`config.mk`:
```
export PLATFORM = sky130hd
export DESIGN_NAME = fetch_sequencer
export DESIGN_NICKNAME = d
export VERILOG_FILES = /design/src/rtl/fetch_sequencer.sv
export SDC_FILE = /design/constraint.sdc
export NUM_CORES = 1
export LEC_CHECK = 0
export CORE_MARGIN = 2
export CORE_UTILIZATION = 44
export DETAILED_ROUTE_END_ITERATION = 7
export GPL_TIMING_DRIVEN = 0
export PLACE_DENSITY_LB_ADDON = 0.05
export SLEW_MARGIN = 20
export SYNTH_ARGS = -nofsm -noshare
export SYNTH_HDL_FRONTEND = slang
export SYNTH_SLANG_ARGS = --single-unit
```
`constraint.sdc`:
```
create_clock -name clk -period 1.8 [get_ports clk]
set_clock_uncertainty 0.05 [all_clocks]
set_input_delay 0.36 -clock clk [delete_from_list [all_inputs] [get_ports clk]]
set_output_delay 0.36 -clock clk [all_outputs]
set_load 0.005 [all_outputs]
```
`src/rtl/fetch_sequencer.sv`:
```
// fetch_sequencer: instruction-fetch controller.
// Owns the PC, runs req/ack fetches against instruction memory, and arbitrates
// branch-over-jump redirects. A one-entry skid register absorbs decode stalls.
// Also handles halt/resume.
// Optional feature macro: PC_ALIGN_CHECK_EN (rejects misaligned redirects and
// pulses align_fault); without it, redirect targets are forced word-aligned.
module fetch_sequencer #(
  parameter logic [31:0] RESET_PC = 32'h0000_0000
) (
  input  logic        clk,
  input  logic        rst,
  input  logic        hlt,
  input  logic        resume,
  input  logic        stall,
  input  logic        br_taken,
  input  logic [31:0] br_pc,
  input  logic        jmp_taken,
  input  logic [31:0] jmp_pc,
  output logic        imem_req,
  output logic [31:0] imem_addr,
  input  logic        imem_ack,
  input  logic [31:0] imem_rdata,
  output logic        if_valid,
  output logic [31:0] if_pc,
  output logic [31:0] if_inst,
  output logic        halted,
  output logic        align_fault
);

  typedef enum logic [1:0] {ST_IDLE, ST_REQ, ST_SKID, ST_HALT} state_t;

  state_t      r_state;
  logic [31:0] r_pc;
  logic        r_if_valid;
  logic [31:0] r_if_pc;
  logic [31:0] r_if_inst;
  logic [31:0] r_skid_pc;
  logic [31:0] r_skid_inst;
  logic        r_squash_pend;
  logic        r_halt_pend;
  logic        r_halted;
  logic        r_align_fault;

  logic        w_redir;
  logic [31:0] w_target_raw;
  logic [31:0] w_target;
  logic        w_misalign;
  logic        w_redir_ok;
  logic        w_halt_now;
  logic [31:0] w_pc_inc;

  // Redirect target selection: branch (execute) wins over jump (decode).
  always_comb begin
    w_redir      = br_taken | jmp_taken;
    w_target_raw = br_taken ? br_pc : jmp_pc;
`ifdef PC_ALIGN_CHECK_EN
    w_misalign   = w_redir && (w_target_raw[1:0] != 2'b00);
    w_target     = w_target_raw;
`else
    w_misalign   = 1'b0;
    w_target     = w_target_raw & ~32'h0000_0003;
`endif
    w_redir_ok   = w_redir & ~w_misalign;
    w_pc_inc     = r_pc + 32'd4;
    // In REQ a halt must wait for the outstanding ack, which is then dropped.
    if (r_state == ST_REQ) w_halt_now = (hlt | r_halt_pend) & imem_ack;
    else                   w_halt_now = hlt;
  end

  // Fetch FSM: PC sequencing, squash tracking, skid handling, halt/resume.
  always_ff @(posedge clk) begin
    if (rst) begin
      r_state       <= ST_IDLE;
      r_pc          <= RESET_PC;
      r_if_valid    <= 1'b0;
      r_if_pc       <= '0;
      r_if_inst     <= '0;
      r_skid_pc     <= '0;
      r_skid_inst   <= '0;
      r_squash_pend <= 1'b0;
      r_halt_pend   <= 1'b0;
      r_halted      <= 1'b0;
      r_align_fault <= 1'b0;
    end else begin
      r_align_fault <= 1'b0;
      if (r_state == ST_HALT) begin
        if (resume && !hlt) begin
          r_state  <= ST_REQ;
          r_halted <= 1'b0;
        end
      end else if (w_halt_now) begin
        r_state       <= ST_HALT;
        r_pc          <= RESET_PC;
        r_if_valid    <= 1'b0;
        r_skid_pc     <= '0;
        r_skid_inst   <= '0;
        r_squash_pend <= 1'b0;
        r_halt_pend   <= 1'b0;
        r_halted      <= 1'b1;
      end else if (r_state == ST_REQ && (hlt || r_halt_pend)) begin
        // Halt armed, ack not yet seen: keep req up, only let decode drain.
        r_halt_pend <= 1'b1;
        if (r_if_valid && !stall) r_if_valid <= 1'b0;
      end else begin
        r_align_fault <= w_misalign;
        if (w_redir_ok) begin
          r_pc          <= w_target;
          r_if_valid    <= 1'b0;
          r_skid_pc     <= '0;
          r_skid_inst   <= '0;
          // Ack in the same cycle is discarded here, so nothing to squash later.
          r_squash_pend <= (r_state == ST_REQ) && !imem_ack;
          r_state       <= ST_REQ;
        end else begin
          case (r_state)
            ST_IDLE: r_state <= ST_REQ;
            ST_REQ: begin
              if (imem_ack && r_squash_pend) begin
                r_squash_pend <= 1'b0;
                if (r_if_valid && !stall) r_if_valid <= 1'b0;
              end else if (imem_ack && (!r_if_valid || !stall)) begin
                r_if_inst  <= imem_rdata;
                r_if_pc    <= r_pc;
                r_if_valid <= 1'b1;
                r_pc       <= w_pc_inc;
              end else if (imem_ack) begin
                r_skid_inst <= imem_rdata;
                r_skid_pc   <= r_pc;
                r_pc        <= w_pc_inc;
                r_state     <= ST_SKID;
              end else if (r_if_valid && !stall) begin
                r_if_valid <= 1'b0;
              end
            end
            ST_SKID: begin
              if (!stall) begin
                r_if_inst   <= r_skid_inst;
                r_if_pc     <= r_skid_pc;
                r_if_valid  <= 1'b1;
                r_skid_pc   <= '0;
                r_skid_inst <= '0;
                r_state     <= ST_REQ;
              end
            end
            default: r_state <= ST_IDLE;
          endcase
        end
      end
    end
  end

  assign imem_req    = (r_state == ST_REQ);
  assign imem_addr   = r_pc;
  assign if_valid    = r_if_valid;
  assign if_pc       = r_if_pc;
  assign if_inst     = r_if_inst;
  assign halted      = r_halted;
  assign align_fault = r_align_fault;

endmodule

```
# After elaboration in Yosys (flattened, before gate mapping)
# Index checks and enable logic that the tools add are counted.
[totals]
wordCells = 128
reg_bits = 166
[op_classes]
n_bitwise = 7
eq_ne = 20
reduce_logical = 29
add_sub_neg = 1
mux = 61
[ops]
columns = ["op", "count"]
rows = [
  ["$mux 32", 27],
  ["$pmux 32 s2", 4],
  ["$add 32x3->32 const B", 1],
  ["$ne 5x5->1 const B", 4],
  ["$mux 1", 19],
  ["$mux 2", 9],
  ["$ne 4x4->1 const B", 3],
  ["$reduce_and 4->1", 2],
  ["$reduce_and 8->1", 1],
  ["$reduce_bool 4->1", 2],
  ["$ne 7x2->1 const B", 1],
  ["$reduce_and 7->1", 1],
  ["$logic_and 1x1->1", 6],
  ["$ne 2x2->1 const B", 3],
  ["$ne 3x3->1 const B", 2],
  ["$pmux 2 s3", 1],
  ["$reduce_and 6->1", 1],
  ["$reduce_bool 2->1", 3],
  ["$reduce_bool 3->1", 2],
  ["$ne 5x1->1 const B", 1],
  ["$reduce_and 5->1", 1],
  ["$reduce_bool 5->1", 1],
  ["$eq 2x2->1 const B", 2],
  ["$logic_not 1->1", 4],
  ["10 further kinds", 17],
]

# Longest topological paths before layout
[logic_depth]
depth_word = 10
depth_mapped = 8

# Worst setup path before layout
# No wires, ideal clock.
[synth_timing]
path_kind = "reg-to-reg"
from = "register r_pc[2], in the netlist imem_addr[2]"
to = "register r_pc[18], in the netlist imem_addr[18]"
path_slack_ns = -0.175
arrival_time_ns = 1.837
path_stages_with_launch = 8
t_required_ns = 1.662
synth_period_minus_slack_ns = 1.975
setup_ns = 0.088
cell_sequence = "dfxtp_1 -> ha_1 -> nand2_1 -> nor4_2 -> buf_2 -> nand4_1 -> o21a_1 -> o32ai_2"
[synth_via]
elab_chain_len = 8
[synth_lines]
columns = ["item", "line", "text"]
rows = [
  ["from (decl)", "33", "logic [31:0] r_pc;"],
  ["from (signal assigned)", "107", "r_pc <= w_target;"],
  ["from (signal assigned)", "125", "r_pc <= w_pc_inc;"],
  ["from (signal assigned)", "129", "r_pc <= w_pc_inc;"],
  ["$add 32x3->32 (*)", "64", "w_pc_inc = r_pc + 32'd4;"],
  ["$mux 32", "126", "end else if (imem_ack) begin"],
  ["$mux 32 (*)", "121", "end else if (imem_ack && (!r_if_valid || !stall)) begin"],
  ["$mux 32 (*)", "118", "if (imem_ack && r_squash_pend) begin"],
  ["$mux 32 (*)", "115", "case (r_state)"],
  ["$mux 32 (*)", "106", "if (w_redir_ok) begin"],
  ["$mux 32 (*)", "100", "end else if (r_state == ST_REQ && (hlt || r_halt_pend)) begin"],
  ["$mux 32 (*)", "91", "end else if (w_halt_now) begin"],
]
# Every way passes the cells marked *; elsewhere a longest branch is shown, timed or not. The select of a mux whose other input is x is not followed.
# A chain may end at the register's enable or synchronous reset.

# Final worst setup path
[layout_timing]
from = "register r_state[1]"
to = "register r_pc[14], in the netlist imem_addr[14]"
[layout_via]
elab_chain_len = 4
[layout_lines]
columns = ["item", "line", "text"]
rows = [
  ["from (decl)", "32", "state_t r_state;"],
  ["from (signal assigned)", "73", "r_state <= ST_IDLE;"],
  ["from (signal assigned)", "88", "r_state <= ST_REQ;"],
  ["from (signal assigned)", "92", "r_state <= ST_HALT;"],
  ["$eq 2x1->1", "66, 100, 115", ""],
  ["$mux 1 or $logic_and 1x1->1 (tied branches)", "66, 100", ""],
  ["$ne 3x3->1 (no source line), or another cell as far along", "n/a", ""],
  ["$reduce_and 5->1 (no source line)", "n/a", ""],
]
# Parallel ways exist; a longest one is shown, timed or not.

==> results.json <==
{
  "post-dp-hpwl_mm": 19.39,
  "fin_area_um2": 12840,
  "synthFlopType": "dfxtp_1",
  "drt_iter0_drc": 769,
  "arrival_ns": 2.26,
  "r2r_slack_ns": -0.17,
  "holdPathEnd": "r_state[0]$_SDFFE_PP0P_",
  "crit_required_ns": 2.09,
  "synth_top_area_share_pct": 42.23,
  "crit_type": "reg2reg",
  "core-area_um2": 17180,
  "fmax_ghz": 0.5087,
  "diodes": 0,
  "relSlewSlack_pct": 52.67,
  "slowest_delay_ns": 0.42,
  "die-height_um": 136.1,
  "report.final.hold_viol_count": 0,
  "cts_root_buf": "clkbuf_16",
  "synthesis.area_um2": 7680,
  "num_vias": 9175,
  "p_leak_nw": 4.683,
  "crit_chain": "buf_6, nand2b_4, o21ai_2, and3_4, buf_8, o31ai_1, a32o_1",
  "drv_cap": 0,
  "hold_start": "stall",
  "vdd_drop_max_v": 0.0007273,
  "synth_edf_count": 0,
  "yosysSeqAreaShare_pct": 42.23,
  "timing.final.crit_share_pct": 109.2,
  "fill_cells": 1254,
  "grt_use_total_pct": 30.08,
  "rsz0062_at_grt": "true",
  "hold_depth": 3,
  "clock_latency_ns": 0.45,
  "syn2layout_area_growth_pct": 67.19,
  "io_pins": 204,
  "worstMarginPinSlew_ns": 0.7100,
  "htreeDepth": 4,
  "drc": 0,
  "ys_top_cells_by_area": "dfxtp_1 42%, nand2_1 9.0%, a311oi_1 7.6%",
  "grt.overflow.total": 0,
  "yosysUniqueCellTypes": 70,
  "grt_max_degree": 17,
  "cts_tree": "done",
  "final_nets": 1383,
  "synth_warnings": 0,
  "cp_max_fo": 8,
  "fin_crit_ns": 1.966,
  "whs_ns": 0.3924,
  "async_flop_share_pct": 0,
  "io_buffers": 195,
  "cp-end-kind": "flip-flop",
  "status": "complete, but fails checks",
  "antenna_found_initial": 1,
  "finalSetupViolCount": 139,
  "reg2reg_depth": 7,
  "grt_pass1_wl_mm": 43.35,
  "placed_area_um2": 10010,
  "cts_buffers": 17,
  "drv_slew": 0,
  "synth.largest_area_cell": "dfxtp_1",
  "rows": 48,
  "gp_congestion": 0.9355,
  "final_cell_mix": "183 x nand2_1, 173 x clkdlybuf4s50_1, 127 x dfxtp_1",
  "antenna_left": 0,
  "crit_slowest_cell": "o21ai_2",
  "netlist_instances": 963,
  "ys_ff_latch": 162,
  "avgSynthCellArea_um2": 7.975,
  "layout_setup_ws_ns": -0.1656,
  "drive_gt1_share_pct": 30.39,
  "cts_num_sinks": 162,
  "wl_per_cell_um": 20.61,
  "vias_per_cell": 6.056,
  "rr_endpoint": "imem_addr[14]$_SDFFE_PP0P_",
  "violations": "negative setup slack",
  "cellPowerDensity_nw_per_um2": 756.6,
  "totalWireLength_mm": 31.23,
  "first_pass_iters": 5,
  "start_kind": "flip-flop",
  "clk_pin_slew_ns": 0.08,
  "initial_core_util_pct": 44.71,
  "grt_pass1_vias": 8109,
  "hp-class": "in2reg",
  "final_common_cell": "nand2_1",
  "die-area_um2": 18530,
  "die_w_um": 136.1,
  "clock_path_buffers": 2,
  "r2r-start": "r_state[1]$_SDFFE_PP0P_"
}
routing by layer:
layer,up-vias,part of all wire (%),GRT usage (%)
li1,4190,-,-
met3,109,8.3,7.122
met5,-,0,0
met2,488,47,47.10
met1,4388,42,40.38
met4,0,3.3,10.94
how the worst max path moves through the flow:
stage | end | slack, ns | startpoint | cells past startpoint
final | imem_addr[14]$_SDFFE_PP0P_ | -0.17 | r_state[1]$_SDFFE_PP0P_ | 7
after global routing | imem_addr[19]$_SDFFE_PP0P_ | -0.26 | r_state[1]$_SDFFE_PP0P_ | 7
after CTS | imem_addr[23]$_SDFFE_PP0P_ | -0.13 | imem_addr[5]$_SDFFE_PP0P_ | 7
after detailed placement | if_pc[12]$_SDFFE_PP0P_ | -1.11 | br_taken | 7
after global placement | r_skid_pc[2]$_SDFFE_PP0P_ | -1.08 | br_taken | 8
after floorplan | if_inst[10]$_SDFFE_PP0P_ | -0.05 | hlt | 7
Yosys cell counts, types with 3 or more instances:
| cell type | instances |
|---|---|
| clkbuf_1 | 48 |
| nand3_1 | 13 |
| nor2_1 | 90 |
| o32ai_1 | 4 |
| nor4_1 | 6 |
| o21ai_1 | 7 |
| o31ai_1 | 4 |
| or4_1 | 3 |
| a211oi_1 | 3 |
| a222oi_1 | 4 |
| nor3_1 | 17 |
| and2_1 | 4 |
| a22oi_1 | 5 |
| buf_1 | 5 |
| o221ai_1 | 3 |
| inv_1 | 20 |
| buf_4 | 7 |
| o21a_1 | 3 |
| nor2b_1 | 6 |
| dfxtp_1 | 162 |
| nand3_2 | 3 |
| or3_1 | 8 |
| a221oi_1 | 3 |
| and3_1 | 4 |
| nand2b_1 | 6 |
| mux2i_1 | 4 |
| o21ai_0 | 24 |
| a22o_1 | 31 |
| a311oi_1 | 67 |
| nand2_1 | 185 |
| a21oi_1 | 71 |
| a31oi_1 | 5 |
| nand4_1 | 39 |
| o22ai_1 | 21 |
| buf_2 | 32 |
final cells by class:
| cell class | instances | area, µm² | area share (%) |
|---|---|---|---|
| buffer | 88 | 798.3 | 6.217 |
| clock buffer | 17 | 425.4 | 3.313 |
| clock inverter | 14 | 145.1 | 1.130 |
| inverter | 20 | 83.83 | 0.6529 |
| multi-input combinational | 694 | 4780 | 37.22 |
| sequential | 162 | 3349 | 26.09 |
| tap | 225 | 281.5 | 2.193 |
| timing repair buffer | 295 | 2977 | 23.18 |
timing repair:
action | CTS | global route
gates resized for setup | 198 | 228
hold buffers | 0 | 0
buffers inserted | 43 | 41
endpoints found under the setup margin | 187 | 167
cloned | 4 | 16
pin swaps | 35 | 64
through the flow:
stage	setup TNS (ns)	setup WS (ns)	cells	total power [mW]	utilization [%]
5_1_grt	-20.08	-0.2553	1515	9.977	74.75
2_1_floorplan	-3.245	-0.04638	965	4.687	-
6_report	-12.44	-0.1656	1515	9.714	74.75
3_5_place_dp	-158.05	-1.108	1385	5.470	58.28
3_3_place_gp	-153.82	-1.077	1385	5.458	58.28
4_1_cts	-3.235	-0.1311	1460	9.240	66.68
state kept, by name (all words and copies together) (netlist names):
signal,cells
r_skid_pc,31
r_squash_pend,1
imem_addr,30
if_pc,31
if_inst,32
r_state,2
halted,1
r_skid_inst,32
r_halt_pend,1
if_valid,1
where the power goes:
part / switching [mW] / leakage, nW / internal, mW
clock: 1.68 / 0.273 / 1.94
combinational: 1.11 / 3.07 / 1.09
sequential: 0.164 / 1.34 / 3.72
total: 2.96 / 4.68 / 6.76
worst max-delay path: cells and delay by family, from the launching register on:
| family | cells | cell delay, ns |
|---|---|---|
| flops | 1 | 0.36 |
| buf+inv | 2 | 0.26 |
| compound gates | 3 | 0.77 |
| simple gates | 2 | 0.42 |
cells by family after synthesis:
| kind of cell | synth area share, % |
|---|---|
| multiplexers | 0.5214 |
| flip-flops | 42.23 |
| buffers and inverters | 6.337 |
| AO/OA/AOI/OAI | 26.18 |
| adder cells (fa/ha/maj) | 0.1629 |
| other | 0.04883 |
| AND/OR/NAND/NOR | 24.52 |
(Power assumes the default switching activity.)
==> RTL change, RTL diff (same settings) <==
Add a define of `PC_ALIGN_CHECK_EN`.
--- a/src/rtl/fetch_sequencer.sv
+++ b/src/rtl/fetch_sequencer.sv
@@ -4,6 +4,8 @@
 // Also handles halt/resume.
 // Optional feature macro: PC_ALIGN_CHECK_EN (rejects misaligned redirects and
 // pulses align_fault); without it, redirect targets are forced word-aligned.
+`define PC_ALIGN_CHECK_EN
+
 module fetch_sequencer #(
   parameter logic [31:0] RESET_PC = 32'h0000_0000
 ) (
Function: not settled (the Yosys comparison gave no result); the edit may change what the design does.
==> RTL change against the original RTL <==
  * The run still ends with negative setup slack left
  * Utilization is 3.3 points lower
  * Setup slack worse by 0.20 ns
  * Die area rose by 3.1%
  * Design area shrank 0.67%
  * Routed wire length up 2.0%
  * Non-clock buffer count fell by 6
  * Area after synthesis increased by 3.2%
  * First-iteration DRC count rose by 4.7%
  * Sequential cell count is 5 higher
  * Total power increased by 17%
  * Sequential share of layout area grew 0.82 points
  * Critical path depth rose by 1
  * Critical path type unchanged
  * Critical endpoint is now r_skid_inst[1]$_SDFFE_PP0P_
==> RTL change: results (changes against the original RTL) <==
stage	metric	value	unit	change
sta	WHS	0.333	ns	-0.0592 ns
min_path	Min-Delay Endpoint	r_halt_pend$_SDFFE_PP0P_		
routing	Via density	5.92		-2.3%
placed_design	DP Worst Slack	-1.53	ns	-0.423 ns
placed_design	DP Area	0.0104	sq mm	+4.0%
placed_design	IO Port Bufs	201		+3.1%
outcome	failing checks	negative setup slack		
setup_path	RR Endpoint	r_skid_inst[1]$_SDFFE_PP0P_		
finish	layout cells sized above 1	0.243		-0.0607
clock_tree	Inserted Clock Buffers	17		unchanged
finish	Final #Nets	1447		+4.6%
clock_tree	clk root buf	clkbuf_16		
grt	antenna violations before repair	1		unchanged
finish	ANT cells	0		unchanged
finish	FILL cells	1440		+15%
sta	Slew @ Worst Pin	0.962	ns	+0.252 ns
setup_path	Critical Path Fanout Max	7		-1
setup_path	CP arrival	2.48	ns	+0.22 ns
grt	gr usage total	0.312		+0.0114
min_path	hold path cells	2		-1
synthesis	largest cells by area after synthesis	dfxtp_1 42%, nand2_1 11%, a21oi_1 7.6%		
grt	global-route wire length before repair	47800	microns	+10%
synthesis	Seq/Total Area, Yosys	0.422		about the same
min_path	hold_sp	imem_ack		
pwr	Pleak	4.65	nW	-0.67%
grt	via count of the first global-routing pass	8614		+6.2%
clock_tree	H-tree depth	4		unchanged
setup_path	reg2reg start	r_state[0]$_SDFFE_PP0P_		
synthesis	post-synthesis cell type count	59		-16%
synthesis	yosys warns	0		unchanged
grt	largest net degree at the start of global routing	17		unchanged
synthesis	synth cell count leaders	232 x nand2_1, 167 x dfxtp_1, 120 x a21oi_1		
sta	PnR worst setup slack	-0.364	ns	-0.199 ns
clock_tree	CTS Hold Buffers Added	0		unchanged
sta	# setup viols final	154		+11%
pwr	P_int	7.86	mW	+16%
routing	Avg WL per Cell	20.1	microns	-2.4%
placed_design	gp weighted congestion	0.949		+1.5%
setup_path	worst r2r path cells	8		+1
pwr	Peak VDD IR	0.734	mV	+0.88%
placed_design	HPWL Detailed	20100	microns	+3.5%
outcome	status	finished, violations left		
routing	DR iter-0 viols	805		+4.7%
routing	first drt pass iteration count	6		+1
[RTL change: worst max path at each step]
stage                                       start  cells after the start  slack, ns                      endpoint
final                     r_state[0]$_SDFFE_PP0P_                      8      -0.36   r_skid_inst[1]$_SDFFE_PP0P_
after global routing      r_state[0]$_SDFFE_PP0P_                      8      -0.40   r_skid_inst[1]$_SDFFE_PP0P_
after CTS                 r_state[1]$_SDFFE_PP0P_                      9      -0.32   r_skid_inst[1]$_SDFFE_PP0P_
after detailed placement                      hlt                      9      -1.53    r_skid_pc[18]$_SDFFE_PP0P_
after global placement                        hlt                      9      -1.58    r_skid_pc[18]$_SDFFE_PP0P_
after floorplan                          br_taken                      9      -0.29  r_skid_inst[27]$_SDFFE_PP0P_
[RTL change: stage by stage]
stage | cells | TNS (ns)
detailed placement | 1475 | -181.23
global route | 1582 | -42.34
floorplan | 1045 | -25.43
global placement | 1475 | -185.22
finish | 1582 | -34.86
CTS | 1545 | -35.29
[RTL change: layer usage]
layer,vias up,GRT usage,share of wire
li1,4304,-,-
met1,4429,0.421,0.42
met2,512,0.500,0.46
met3,111,0.0724,0.086
met4,2,0.0977,0.034
met5,-,0,0.00041
[RTL change: cells by family (layout without fill, tap and decap cells)]
kind of cell	Yosys count	count (layout)	share of synthesized area
xor gates and xnor gates	2	2	0.00221
adders and majority gates	1	1	0.00158
and+or+nand+nor	483	483	0.274
AOI/OAI and AO/OA	260	260	0.210
buffers and inverters	104	412	0.0542
DFF	167	167	0.422
muxes	28	28	0.0362
[RTL change: worst max-delay path, cell delays in order (launching register included)]
cell	delay [ns]
dfxtp_4	0.39
nor3b_4	0.17
buf_6	0.14
a31oi_4	0.16
a21oi_4	0.08
or3_4	0.47
buf_8	0.16
or3_4	0.37
a21oi_4	0.12
[RTL change: power groups by stage]
stage	clock (mW)	sequential, mW	combinational, mW
final	3.79	4.19	3.39
after global routing	3.95	4.22	3.59
after CTS	3.78	4.18	3.01
after detailed placement	0	4.25	2.49
after global placement	0	4.25	2.48
after floorplan	0	4.23	1.31
[RTL change: final cells by class]
| class | instances | area [sq um] | area share |
|---|---|---|---|
| Buffer | 94 | 802 | 0.0629 |
| Clock buffer | 20 | 447 | 0.0350 |
| Clock inverter | 10 | 145 | 0.0114 |
| Inverter | 5 | 26.3 | 0.00206 |
| Multi-Input combinational cell | 774 | 4810 | 0.378 |
| Sequential cell | 167 | 3430 | 0.269 |
| Tap cell | 229 | 287 | 0.0225 |
| Timing Repair Buffer | 283 | 2800 | 0.220 |
[RTL change: repair_timing]
item	in CTS	in global routing
gates cloned	9	2
pin swaps	43	48
endpoints found under the setup margin	187	185
setup buffers	32	46
resized for setup	182	175
